File: config.mk
export PLATFORM = sky130hd
export DESIGN_NAME = mmio_uart
export DESIGN_NICKNAME = d
export VERILOG_FILES = /design/src/rtl/mmio_uart.sv
export SDC_FILE = /design/constraint.sdc
export NUM_CORES = 1
export LEC_CHECK = 0
export CAP_MARGIN = 30
export CORE_MARGIN = 2
export CORE_UTILIZATION = 53
export CTS_CLUSTER_SIZE = 40
export DETAILED_ROUTE_END_ITERATION = 10
export GPL_TIMING_DRIVEN = 0
export HOLD_SLACK_MARGIN = 0.03
export PLACE_DENSITY = 0.82
export SLEW_MARGIN = 30
export SYNTH_ARGS = -nofsm -noshare
export SYNTH_HDL_FRONTEND = slang
export SYNTH_SLANG_ARGS = --single-unit
export TNS_END_PERCENT = 1
File: constraint.sdc
create_clock -name clk -period 2.75 [get_ports clk]
set_input_delay 0.275 -clock clk [delete_from_list [all_inputs] [get_ports clk]]
set_output_delay 0.275 -clock clk [all_outputs]
set_load 0.1 [all_outputs]
File: src/rtl/mmio_uart.sv
// mmio_uart: memory-mapped 8N1 UART with TX FIFO, status and baud-divisor registers.
// Define MMIO_UART_RX_EN to build the receiver, RXDATA and the RX status/irq terms.
module mmio_uart #(
  parameter int          FIFO_DEPTH = 4,
  parameter logic [15:0] DIV_RESET  = 16'd16
) (
  input  logic        clk,
  input  logic        rst,
  input  logic        ce_n,
  input  logic [3:0]  oe_n,
  input  logic [3:0]  we_n,
  input  logic [1:0]  addr,
  input  logic [31:0] din,
  output logic [31:0] dout,
  output logic        dout_en_n,
  output logic        txd,
  input  logic        rxd,
  output logic        irq_n
);

  localparam int PW = (FIFO_DEPTH > 1) ? $clog2(FIFO_DEPTH) : 1;
  localparam int CW = PW + 1;

  typedef enum logic [1:0] {
    TX_IDLE,
    TX_START,
    TX_DATA,
    TX_STOP
  } tx_state_t;

  logic        wr_acc;
  logic        rd_acc;
  logic        w1c;
  logic [15:0] divisor;
  logic [15:0] div_eff;
  logic [31:0] rdata;

  logic [7:0]    fifo_mem [FIFO_DEPTH];
  logic [PW-1:0] wptr;
  logic [PW-1:0] rptr;
  logic [CW-1:0] count;
  logic          tx_full;
  logic          tx_empty;
  logic          tx_idle;
  logic          push_req;
  logic          push_ok;
  logic          pop;
  logic          tx_ovf;

  tx_state_t   tx_state;
  logic [15:0] tx_cnt;
  logic [2:0]  tx_bit;
  logic [7:0]  tx_shift;

  logic        rx_valid;
  logic        rx_overrun;
  logic        rx_frame_err;
  logic [7:0]  rx_byte;
  logic        unused_din;

  assign wr_acc    = !ce_n && (we_n != 4'hF);
  assign rd_acc    = !ce_n && (oe_n != 4'hF) && !wr_acc;
  assign dout_en_n = !(!ce_n && (oe_n != 4'hF));
  assign w1c       = wr_acc && (addr == 2'd1) && !we_n[0];
  assign div_eff   = (divisor == 16'd0) ? 16'd1 : divisor;
  assign unused_din = ^din[31:16];

  always_ff @(posedge clk) begin
    if (rst) begin
      divisor <= DIV_RESET;
    end else if (wr_acc && addr == 2'd2) begin
      if (!we_n[0]) divisor[7:0]  <= din[7:0];
      if (!we_n[1]) divisor[15:8] <= din[15:8];
    end
  end

  assign tx_full  = (count == CW'(FIFO_DEPTH));
  assign tx_empty = (count == '0);
  assign tx_idle  = tx_empty && (tx_state == TX_IDLE);
  assign push_req = wr_acc && (addr == 2'd0) && !we_n[0];
  assign pop      = (tx_state == TX_IDLE) && !tx_empty;
  // A pop in the same cycle frees the slot a full-FIFO push needs.
  assign push_ok  = push_req && (!tx_full || pop);

  always_ff @(posedge clk) begin
    if (push_ok) fifo_mem[wptr] <= din[7:0];
  end

  always_ff @(posedge clk) begin
    if (rst) begin
      wptr  <= '0;
      rptr  <= '0;
      count <= '0;
    end else begin
      if (push_ok) wptr <= wptr + PW'(1);
      if (pop)     rptr <= rptr + PW'(1);
      case ({push_ok, pop})
        2'b10:   count <= count + CW'(1);
        2'b01:   count <= count - CW'(1);
        default: count <= count;
      endcase
    end
  end

  always_ff @(posedge clk) begin
    if (rst) begin
      tx_ovf <= 1'b0;
    end else if (push_req && !push_ok) begin
      tx_ovf <= 1'b1;
    end else if (w1c && din[4]) begin
      tx_ovf <= 1'b0;
    end
  end

  // Each bit reloads its length, so divisor changes land on bit boundaries.
  always_ff @(posedge clk) begin
    if (rst) begin
      tx_state <= TX_IDLE;
      tx_cnt   <= '0;
      tx_bit   <= '0;
      tx_shift <= '0;
      txd      <= 1'b1;
    end else begin
      txd <= (tx_state == TX_START) ? 1'b0 :
             (tx_state == TX_DATA)  ? tx_shift[0] : 1'b1;
      unique case (tx_state)
        TX_IDLE: begin
          if (pop) begin
            tx_shift <= fifo_mem[rptr];
            tx_cnt   <= div_eff - 16'd1;
            tx_state <= TX_START;
          end
        end
        TX_START: begin
          if (tx_cnt == 16'd0) begin
            tx_bit   <= '0;
            tx_cnt   <= div_eff - 16'd1;
            tx_state <= TX_DATA;
          end else begin
            tx_cnt <= tx_cnt - 16'd1;
          end
        end
        TX_DATA: begin
          if (tx_cnt == 16'd0) begin
            tx_shift <= {1'b0, tx_shift[7:1]};
            tx_bit   <= tx_bit + 3'd1;
            tx_cnt   <= div_eff - 16'd1;
            if (tx_bit == 3'd7) tx_state <= TX_STOP;
          end else begin
            tx_cnt <= tx_cnt - 16'd1;
          end
        end
        TX_STOP: begin
          if (tx_cnt == 16'd0) begin
            tx_state <= TX_IDLE;
          end else begin
            tx_cnt <= tx_cnt - 16'd1;
          end
        end
      endcase
    end
  end

`ifdef MMIO_UART_RX_EN
  typedef enum logic [1:0] {
    RX_IDLE,
    RX_START,
    RX_DATA,
    RX_STOP
  } rx_state_t;

  rx_state_t   rx_state;
  logic        rx_s1;
  logic        rx_s2;
  logic        rx_q;
  logic        rx_done;
  logic        rx_stop_hit;
  logic        rd_rx;
  logic [15:0] rx_cnt;
  logic [2:0]  rx_bit;
  logic [7:0]  rx_shift;

  assign rd_rx       = rd_acc && (addr == 2'd3);
  assign rx_stop_hit = (rx_state == RX_STOP) && (rx_cnt == 16'd0);

  always_ff @(posedge clk) begin
    if (rst) begin
      rx_s1    <= 1'b1;
      rx_s2    <= 1'b1;
      rx_q     <= 1'b1;
      rx_done  <= 1'b0;
      rx_state <= RX_IDLE;
      rx_cnt   <= '0;
      rx_bit   <= '0;
      rx_shift <= '0;
    end else begin
      rx_s1   <= rxd;
      rx_s2   <= rx_s1;
      rx_q    <= rx_s2;
      rx_done <= 1'b0;
      unique case (rx_state)
        RX_IDLE: begin
          if (!rx_s2 && rx_q) begin
            rx_cnt   <= div_eff >> 1;
            rx_state <= RX_START;
          end
        end
        RX_START: begin
          if (rx_cnt != 16'd0) begin
            rx_cnt <= rx_cnt - 16'd1;
          end else if (rx_s2) begin
            rx_state <= RX_IDLE;
          end else begin
            rx_bit   <= '0;
            rx_cnt   <= div_eff - 16'd1;
            rx_state <= RX_DATA;
          end
        end
        RX_DATA: begin
          if (rx_cnt == 16'd0) begin
            rx_shift <= {rx_s2, rx_shift[7:1]};
            rx_bit   <= rx_bit + 3'd1;
            rx_cnt   <= div_eff - 16'd1;
            if (rx_bit == 3'd7) rx_state <= RX_STOP;
          end else begin
            rx_cnt <= rx_cnt - 16'd1;
          end
        end
        RX_STOP: begin
          if (rx_cnt == 16'd0) begin
            rx_done  <= rx_s2;
            rx_state <= RX_IDLE;
          end else begin
            rx_cnt <= rx_cnt - 16'd1;
          end
        end
      endcase
    end
  end

  always_ff @(posedge clk) begin
    if (rst) begin
      rx_valid     <= 1'b0;
      rx_overrun   <= 1'b0;
      rx_frame_err <= 1'b0;
      rx_byte      <= '0;
    end else begin
      if (rx_done) begin
        rx_valid <= 1'b1;
        rx_byte  <= rx_shift;
      end else if (rd_rx) begin
        rx_valid <= 1'b0;
      end
      if (rx_done && rx_valid && !rd_rx) begin
        rx_overrun <= 1'b1;
      end else if (w1c && din[3]) begin
        rx_overrun <= 1'b0;
      end
      if (rx_stop_hit && !rx_s2) begin
        rx_frame_err <= 1'b1;
      end else if (w1c && din[5]) begin
        rx_frame_err <= 1'b0;
      end
    end
  end
`else
  logic unused_rx;

  assign rx_valid     = 1'b0;
  assign rx_overrun   = 1'b0;
  assign rx_frame_err = 1'b0;
  assign rx_byte      = '0;
  assign unused_rx    = rxd ^ rd_acc;
`endif

  always_comb begin
    rdata = '0;
    case (addr)
      2'd1:    rdata = {26'd0, rx_frame_err, tx_ovf, rx_overrun,
                        rx_valid, tx_idle, tx_full};
      2'd2:    rdata = {16'd0, divisor};
      2'd3:    rdata = {24'd0, rx_byte};
      default: rdata = '0;
    endcase
  end

  assign dout  = dout_en_n ? 32'd0 : rdata;
  assign irq_n = !(tx_idle || rx_valid);

endmodule
==> results of run 1 <==
sequential cells by signal, summed over array words and instances, names as in the netlist, named ones only:
signal    count
txd           1
tx_cnt       16
wptr          2
tx_shift      8
divisor      16
tx_ovf        1
fifo_mem     32
rptr          2
tx_state      2
tx_bit        3
count         3
routing by layer:
layer  up-vias  wire, um
li1       1906         -
met1      1820      4836
met2       176      5207
met3        17       764
met4         0       229
met5         -         0
kinds of logic after synthesis:
logic type | synth area share (%)
mux | 8.114
fa+ha+maj | 4.636
buf+inv | 8.166
other cells | 0.07895
xor+xnor | 2.213
simple gates | 16.73
flops | 43.84
compound gates | 16.23
stage by stage:
step / hold WS (ps) / util (%) / TNS [ps] / worst slack (ps)
5_1_grt: 519.5 / 64.99 / -161.2 / -51.87
2_1_floorplan: 373.9 / - / 0 / 160.9
4_1_cts: 488.8 / 64.56 / -138.1 / -104.3
6_report: 485.6 / 64.99 / 0 / 67.64
3_3_place_gp: 454.8 / 61.82 / -7468 / -349.8
3_5_place_dp: 466.8 / 61.82 / -8579 / -387.8
synth_stat cells (all sizes together) (2+ instances only):
master,instances,area [um^2]
a211oi,5,37.54
a21bo,2,20.02
a21oi,36,183.9
a221oi,3,26.28
a22oi,5,37.54
a311oi,12,105.1
a31oi,2,12.51
a32oi,10,87.58
and2,7,43.79
and3,13,81.33
buf,27,192.7
clkbuf,16,90.09
dfxtp,56,1121
edfxtp,32,960.9
ha,16,200.2
inv,28,105.1
mux2,3,33.78
mux2i,16,160.2
mux4,8,191.4
nand2,30,112.6
nand2b,2,12.51
nand3,8,40.04
nand4,2,12.51
nor2,45,168.9
nor3,5,25.02
nor3b,3,22.52
nor4,13,87.58
nor4b,3,26.28
o21a,2,15.01
o21ai,5,25.02
o311ai,2,17.52
o31ai,5,51.30
o32ai,9,78.83
or2,2,12.51
or3,2,12.51
or3b,3,26.28
or4,12,93.84
xnor2,8,70.07
xor2,4,35.03
power by group:
part | switching, mW | total, mW | internal (mW)
Clock | 0.495 | 0.951 | 0.457
Sequential | 0.168 | 1.71 | 1.54
Combinational | 1.70 | 2.75 | 1.05
worst max path at each step:
stage	to	slack, ps	depth (start not counted)
2_1_floorplan	dout[1]	160	6
3_3_place_gp	dout[11]	-350	7
3_5_place_dp	dout[0]	-390	6
4_1_cts	irq_n	-100	8
5_1_grt	tx_cnt[14]$_SDFFE_PP0P_	-50	10
6_report	irq_n	70	8
critical path, delay by kind of cell (launching register included):
family / cells / cell delay, ps
buffers and inverters: 6 / 1180
adders and majority gates: 1 / 350
and+or+nand+nor: 1 / 170
DFF: 1 / 340
final cells by class:
| class | instances | area [um^2] |
|---|---|---|
| clock inverter | 6 | 72.57 |
| timing repair buffer | 48 | 473.0 |
| multi-input combinational | 331 | 2379 |
| inverter | 28 | 105.1 |
| buffer | 43 | 284.0 |
| fill | 677 | 3053 |
| sequential | 88 | 2082 |
| clock buffer | 10 | 137.6 |
| tap | 108 | 135.1 |
timing repair:
| action | 4_1_cts | 5_1_grt |
|---|---|---|
| pin swaps | 1 | 3 |
| cloned | 0 | 0 |
| setup endpoints to repair | 39 | 17 |
| buffers inserted | 0 | 3 |
| resized for setup | 48 | 11 |
==> reports/qor.json, run 1 <==
{
  "outcome": {"value": "finished, final reports clean"},
  "vias": {"value": 3919},
  "postRouteAntennaNets": {"value": 0},
  "ctsLongestPathBuffers": {"value": 2},
  "drtIter0Drc": {"value": 361},
  "max_cap_viol_count": {"value": 0},
  "ys.warnings.count": {"value": 0},
  "fin_worst_skew": {"value": 13.42, "unit": "ps"},
  "hold_path.class": {"value": "flip-flop to flip-flop"},
  "start_util": {"value": 54.46, "unit": "%"},
  "ffs_latches_synth": {"value": 88},
  "netlist_area": {"value": 4750, "unit": "um^2"},
  "drc": {"value": 0},
  "power": {"value": 5.410, "unit": "mW"},
  "peak_vdd_ir": {"value": 0.5848, "unit": "mV"},
  "dp_hpwl": {"value": 7898, "unit": "um"},
  "cts_num_sinks": {"value": 88},
  "place_inst": {"value": 643},
  "critPathMaxFanout": {"value": 10},
  "finalHoldViolations": {"value": 0},
  "required": {"value": 2480, "unit": "ps"},
  "globalRouteOverflowTotal": {"value": 0},
  "cell_mode_on_critical_path": {"value": "sky130_fd_sc_hd__inv_1"},
  "maxClockFrequency": {"value": 372.8, "unit": "MHz"},
  "rows": {"value": 34},
  "post_layout_nonfiller_instances": {"value": 662},
  "grt.met1_usage": {"value": 30.73, "unit": "%"},
  "r2r_cells": {"value": 6},
  "die_height": {"value": 98.67, "unit": "um"},
  "p_leak": {"value": 2.163, "unit": "nW"},
  "yosys_most_used_dff": {"value": "sky130_fd_sc_hd__dfxtp_1"},
  "worst-endpoint-arrival": {"value": 2410, "unit": "ps"},
  "antenna_cells": {"value": 0},
  "synth_cell_types": {"value": 61},
  "hold-path-cell-count": {"value": 2},
  "slowest_stage": {"value": "sky130_fd_sc_hd__ha_1"},
  "fin_area": {"value": 5668, "unit": "um^2"},
  "layout.cells.most_common": {"value": "sky130_fd_sc_hd__dfxtp_1"},
  "grt_setup_unrepaired": {"value": "true"},
  "power_density": {"value": 954.4, "unit": "nW/um^2"},
  "postSynthCellCount": {"value": 475},
  "worstHoldEndpoint": {"value": "tx_bit[0]$_SDFFE_PP0P_"},
  "number_of_global_route_vias_before_repair": {"value": 3763},
  "grt_start_max_net_pins": {"value": 17},
  "route.final.wire_length": {"value": 11040, "unit": "um"},
  "syn_to_final_growth": {"value": 19.34, "unit": "%"},
  "placedInstanceArea": {"value": 5391, "unit": "um^2"},
  "antenna_found_initial": {"value": 0},
  "gp_congestion": {"value": 0.9010},
  "holdCritStartpoint": {"value": "tx_bit[0]$_SDFFE_PP0P_"},
  "final_max_slew_viol_count": {"value": 0},
  "worst-setup-path-type": {"value": "flip-flop to output port"},
  "gr-usage-met3": {"value": 4.043, "unit": "%"},
  "via_per_inst": {"value": 5.920},
  "io_buffer_count": {"value": 45},
  "grt_util_met2": {"value": 38.30, "unit": "%"},
  "crit_start": {"value": "tx_state[0]$_SDFFE_PP0P_"},
  "slew_headroom": {"value": 35.46, "unit": "%"},
  "drt-pass1-iter-count": {"value": 6},
  "most-common-layout-cells": {"value": "56 x sky130_fd_sc_hd__dfxtp_1, 45 x sky130_fd_sc_hd__nor2_1, 35 x sky130_fd_sc_hd__a21oi_1"},
  "coreArea": {"value": 8721, "unit": "um^2"},
  "critPathLaunchType": {"value": "flip-flop"},
  "cts_hold_repair.buffers": {"value": 0},
  "post_drt_wl_per_cell": {"value": 16.67, "unit": "um"},
  "ff2ff_setup_slack": {"value": 70, "unit": "ps"},
  "drive_above_1_share": {"value": 15.70, "unit": "%"},
  "final_cycle_utilization_of_the_critical_path": {"value": 97.54, "unit": "%"},
  "ctsHtreeMaxLevel": {"value": 3},
  "fin_nets": {"value": 612},
  "floorplan.die_area": {"value": 9735, "unit": "um^2"},
  "timing.final.setup_violations": {"value": 0},
  "number_of_flops_mapped_to_enable_cells_by_yosys": {"value": 32},
  "timing.critical_path.to_type": {"value": "output port"},
  "clkLatencyLatePin": {"value": 360, "unit": "ps"},
  "tritoncts.num_buffers": {"value": 9},
  "synth.avg_cell_area": {"value": 9.999, "unit": "um^2"},
  "grt_use_total": {"value": 23.08, "unit": "%"},
  "clk_pin_slew": {"value": 90, "unit": "ps"},
  "cp_cell_sequence": {"value": "inv_1 -> ha_1 -> and2_1 -> clkbuf_1 -> inv_1 -> clkbuf_8 -> buf_6 -> clkbuf_4"},
  "finalWorstPathRequiredPeriod": {"value": 2682, "unit": "ps"},
  "clock-root-buffer": {"value": "sky130_fd_sc_hd__clkbuf_8"},
  "worst_r2r_startpoint": {"value": "tx_cnt[7]$_SDFFE_PP0P_"},
  "r2r_end": {"value": "tx_cnt[15]$_SDFFE_PP0P_"},
  "tritoncts": {"value": "yes"},
  "seq_area_frac_synth": {"value": 43.84, "unit": "%"},
  "max_stage_delay": {"value": 350, "unit": "ps"},
  "horizontal_die_dimension": {"value": 98.67, "unit": "um"},
  "boundaryPins": {"value": 81},
  "global_route.peak_usage_layer": {"value": "met2"},
  "grt_first_pass_wirelength": {"value": 18210, "unit": "um"},
  "postSynth.asyncResetShare": {"value": 0, "unit": "%"},
  "worstMarginPinSlew": {"value": 972.0, "unit": "ps"}
}
Power figures use the tool's default switching activity.
==> run 2, diff against run 1 <==
--- a/config.mk
+++ b/config.mk
@@ -10,6 +10,7 @@
 export CORE_UTILIZATION = 53
 export CTS_CLUSTER_SIZE = 40
 export DETAILED_ROUTE_END_ITERATION = 10
+export GPL_ROUTABILITY_DRIVEN = 0
 export GPL_TIMING_DRIVEN = 0
 export HOLD_SLACK_MARGIN = 0.03
 export PLACE_DENSITY = 0.82
==> run 2 against run 1 <==
Effect of this change:
- non-clock buffer count shrank 1
- combinational power hardly changed
- fmax is 0.23% lower
- register-to-register slack barely moved
- first-iteration DRC count is 6.1% lower
- worst hold slack worse by 2.3 ps
- sequential power about the same
- die area unchanged
- flip-flop and latch count is the same
- via count up 2.9%
- clock power rose by 0.4%
- critical path depth did not move
- critical path type unchanged
- largest cell class unchanged
==> reports/qor.json, run 2 (same netlist as run 1, synthesis figures left out) <==
{
  "timing.final.setup_violations": {"value": 0, "change": "unchanged"},
  "largestRegisters": {"value": "fifo_mem x32, divisor x16, tx_cnt x16", "change": "unchanged"},
  "postRouteAntennaNets": {"value": 0, "change": "unchanged"},
  "fin_worst_skew": {"value": 10.32, "unit": "ps", "change": "was 13.42 ps"},
  "hold_path.class": {"value": "flip-flop to flip-flop", "change": "unchanged"},
  "via_per_inst": {"value": 6.100, "change": "was 5.920"},
  "cell_mode_on_critical_path": {"value": "sky130_fd_sc_hd__inv_1", "change": "unchanged"},
  "grt_start_max_net_pins": {"value": 17, "change": "unchanged"},
  "start_util": {"value": 54.46, "unit": "%", "change": "unchanged"},
  "grt_setup_unrepaired": {"value": "true", "change": "unchanged"},
  "tritoncts.num_buffers": {"value": 9, "change": "unchanged"},
  "floorplan.die_area": {"value": 9735, "unit": "um^2", "change": "unchanged"},
  "critPathLaunchType": {"value": "flip-flop", "change": "unchanged"},
  "drc": {"value": 0, "change": "unchanged"},
  "clk_pin_slew": {"value": 100, "unit": "ps", "change": "was 90 ps"},
  "largest_register_ffs": {"value": 32, "change": "unchanged"},
  "finalHoldViolations": {"value": 0, "change": "unchanged"},
  "fin_nets": {"value": 611, "change": "was 612"},
  "multi_input_comb_area": {"value": 2370, "unit": "um^2", "change": "was 2379 um^2"},
  "setup_total_negative_slack": {"value": 0, "unit": "ps", "change": "unchanged"},
  "post_layout_nonfiller_instances": {"value": 661, "change": "was 662"},
  "slew_headroom": {"value": 28.57, "unit": "%", "change": "was 35.46%"},
  "layout.area.seq": {"value": 2082, "unit": "um^2", "change": "unchanged"},
  "syn_to_final_growth": {"value": 18.94, "unit": "%", "change": "was 19.34%"},
  "cts_hold_repair.buffers": {"value": 0, "change": "unchanged"},
  "post_drt_wl_per_cell": {"value": 17.30, "unit": "um", "change": "was 16.67 um"},
  "grt_use_total": {"value": 23.62, "unit": "%", "change": "was 23.08%"},
  "maxClockFrequency": {"value": 372.0, "unit": "MHz", "change": "was 372.8 MHz"},
  "io_buffer_count": {"value": 45, "change": "unchanged"},
  "dp_hpwl": {"value": 8046, "unit": "um", "change": "was 7898 um"},
  "worstMarginPinSlew": {"value": 1044, "unit": "ps", "change": "was 972.0 ps"},
  "final_max_slew_viol_count": {"value": 0, "change": "unchanged"},
  "grt_first_pass_wirelength": {"value": 18600, "unit": "um", "change": "was 18,210 um"},
  "hold_ws": {"value": 483.4, "unit": "ps", "change": "was 485.6 ps"},
  "tritoncts": {"value": "yes", "change": "unchanged"},
  "worst-setup-path-type": {"value": "flip-flop to output port", "change": "unchanged"},
  "cts_num_sinks": {"value": 88, "change": "unchanged"},
  "worst-endpoint-arrival": {"value": 2410, "unit": "ps", "change": "about the same"},
  "antenna_found_initial": {"value": 0, "change": "unchanged"},
  "route.final.wire_length": {"value": 11440, "unit": "um", "change": "was 11,040 um"},
  "filler_cell_count": {"value": 671, "change": "was 677"},
  "horizontal_die_dimension": {"value": 98.67, "unit": "um", "change": "unchanged"},
  "globalRouteOverflowTotal": {"value": 0, "change": "unchanged"},
  "max_flop_register": {"value": "fifo_mem", "change": "unchanged"},
  "peak_vdd_ir": {"value": 0.5118, "unit": "mV", "change": "was 0.5848 mV"},
  "ff2ff_setup_slack": {"value": 80, "unit": "ps", "change": "was 70 ps"},
  "final_cycle_utilization_of_the_critical_path": {"value": 97.76, "unit": "%", "change": "was 97.54%"},
  "slowest_stage": {"value": "sky130_fd_sc_hd__dfxtp_1", "change": "was sky130_fd_sc_hd__ha_1"},
  "boundaryPins": {"value": 81, "change": "unchanged"},
  "clock-root-buffer": {"value": "sky130_fd_sc_hd__clkbuf_8", "change": "unchanged"},
  "finalWorstPathRequiredPeriod": {"value": 2689, "unit": "ps", "change": "was 2682 ps"},
  "outcome": {"value": "finished, final reports clean", "change": "unchanged"},
  "vias": {"value": 4032, "change": "was 3,919"},
  "final.setup.worst_slack": {"value": 61.46, "unit": "ps", "change": "was 67.64 ps"},
  "power_density": {"value": 962.7, "unit": "nW/um^2", "change": "was 954.4 nW/um^2"},
  "coreArea": {"value": 8721, "unit": "um^2", "change": "unchanged"},
  "most-common-layout-cells": {"value": "56 x sky130_fd_sc_hd__dfxtp_1, 45 x sky130_fd_sc_hd__nor2_1, 35 x sky130_fd_sc_hd__a21oi_1", "change": "unchanged"},
  "rows": {"value": 34, "change": "unchanged"},
  "number_of_global_route_vias_before_repair": {"value": 3892, "change": "was 3,763"},
  "dp_worst_setup_slack": {"value": -394.8, "unit": "ps", "change": "was -387.8 ps"},
  "ctsHtreeMaxLevel": {"value": 3, "change": "unchanged"},
  "cp_cell_sequence": {"value": "inv_1 -> ha_2 -> and2_1 -> clkbuf_1 -> inv_1 -> clkbuf_8 -> buf_6 -> buf_2", "change": "was inv_1 -> ha_1 -> and2_1 -> clkbuf_1 -> inv_1 -> clkbuf_8 -> buf_6 -> clkbuf_4"},
  "ctsLongestPathBuffers": {"value": 2, "change": "unchanged"},
  "drive_above_1_share": {"value": 15.19, "unit": "%", "change": "was 15.70%"},
  "drt-pass1-iter-count": {"value": 5, "change": "was 6"},
  "drtIter0Drc": {"value": 339, "change": "was 361"},
  "max_stage_delay": {"value": 350, "unit": "ps", "change": "about the same"},
  "clkLatencyLatePin": {"value": 360, "unit": "ps", "change": "about the same"},
  "antenna_cells": {"value": 0, "change": "unchanged"},
  "required": {"value": 2480, "unit": "ps", "change": "about the same"},
  "p_leak": {"value": 2.156, "unit": "nW", "change": "was 2.163 nW"},
  "critPathMaxFanout": {"value": 10, "change": "unchanged"},
  "place_inst": {"value": 643, "change": "unchanged"},
  "timing.critical_path.to_type": {"value": "output port", "change": "unchanged"},
  "max_cap_viol_count": {"value": 0, "change": "unchanged"},
  "layout.cells.most_common": {"value": "sky130_fd_sc_hd__dfxtp_1", "change": "unchanged"},
  "die_height": {"value": 98.67, "unit": "um", "change": "unchanged"}
}
run 2: cell type report:
class	count	share of cell area [%]
plain buffers	43	5.006
clock buffers	10	2.436
clock inverters	6	1.307
inverters	28	1.860
multi-input cells	331	41.95
flip-flops and latches	88	36.85
well taps	108	2.392
repair buffers	47	8.195
run 2: metrics by stage:
step / area [um^2] / util (%) / total power, mW
floorplan: 4806 / - / 3.761
global placement: 5391 / 61.82 / 4.255
detailed placement: 5391 / 61.82 / 4.367
CTS: 5617 / 64.40 / 5.338
global route: 5649 / 64.78 / 5.747
finish: 5649 / 64.78 / 5.439
run 2: path summary, 6_finish.rpt:
check | startpoint | endpoint | cells past startpoint
min reg2reg | tx_bit[0]$_SDFFE_PP0P_ | tx_bit[0]$_SDFFE_PP0P_ | 2
max | tx_state[0]$_SDFFE_PP0P_ | irq_n | 8
max reg2reg | divisor[8]$_SDFFE_PP0P_ | tx_cnt[14]$_SDFFE_PP0P_ | 10
min | tx_bit[0]$_SDFFE_PP0P_ | tx_bit[0]$_SDFFE_PP0P_ | 2
run 2: report_power, final:
group | internal, mW | switching, mW | total (mW)
registers | 1.54 | 0.165 | 1.71
clock network | 0.458 | 0.496 | 0.955
logic | 1.02 | 1.75 | 2.78
run 2: what timing repair did:
| action | CTS | global route |
|---|---|---|
| pin swaps | 1 | 2 |
| buffers inserted | 0 | 2 |
| endpoints found under the setup margin | 39 | 18 |
| gates resized for setup | 51 | 3 |
run 2: worst max-delay path: cells and delay by family (launching register included):
kind | cells | cell delay (ps)
adder cells (fa/ha/maj) | 1 | 300
buffers and inverters | 6 | 1250
flip-flops | 1 | 350
AND/OR/NAND/NOR | 1 | 150
run 2: per-layer routing:
layer	up-vias	wire length, um	track usage (%)
met5	-	0	0
met4	0	216	8.641
met3	22	792	5.035
met2	172	5555	40.19
met1	1940	4872	29.76
li1	1898	-	-
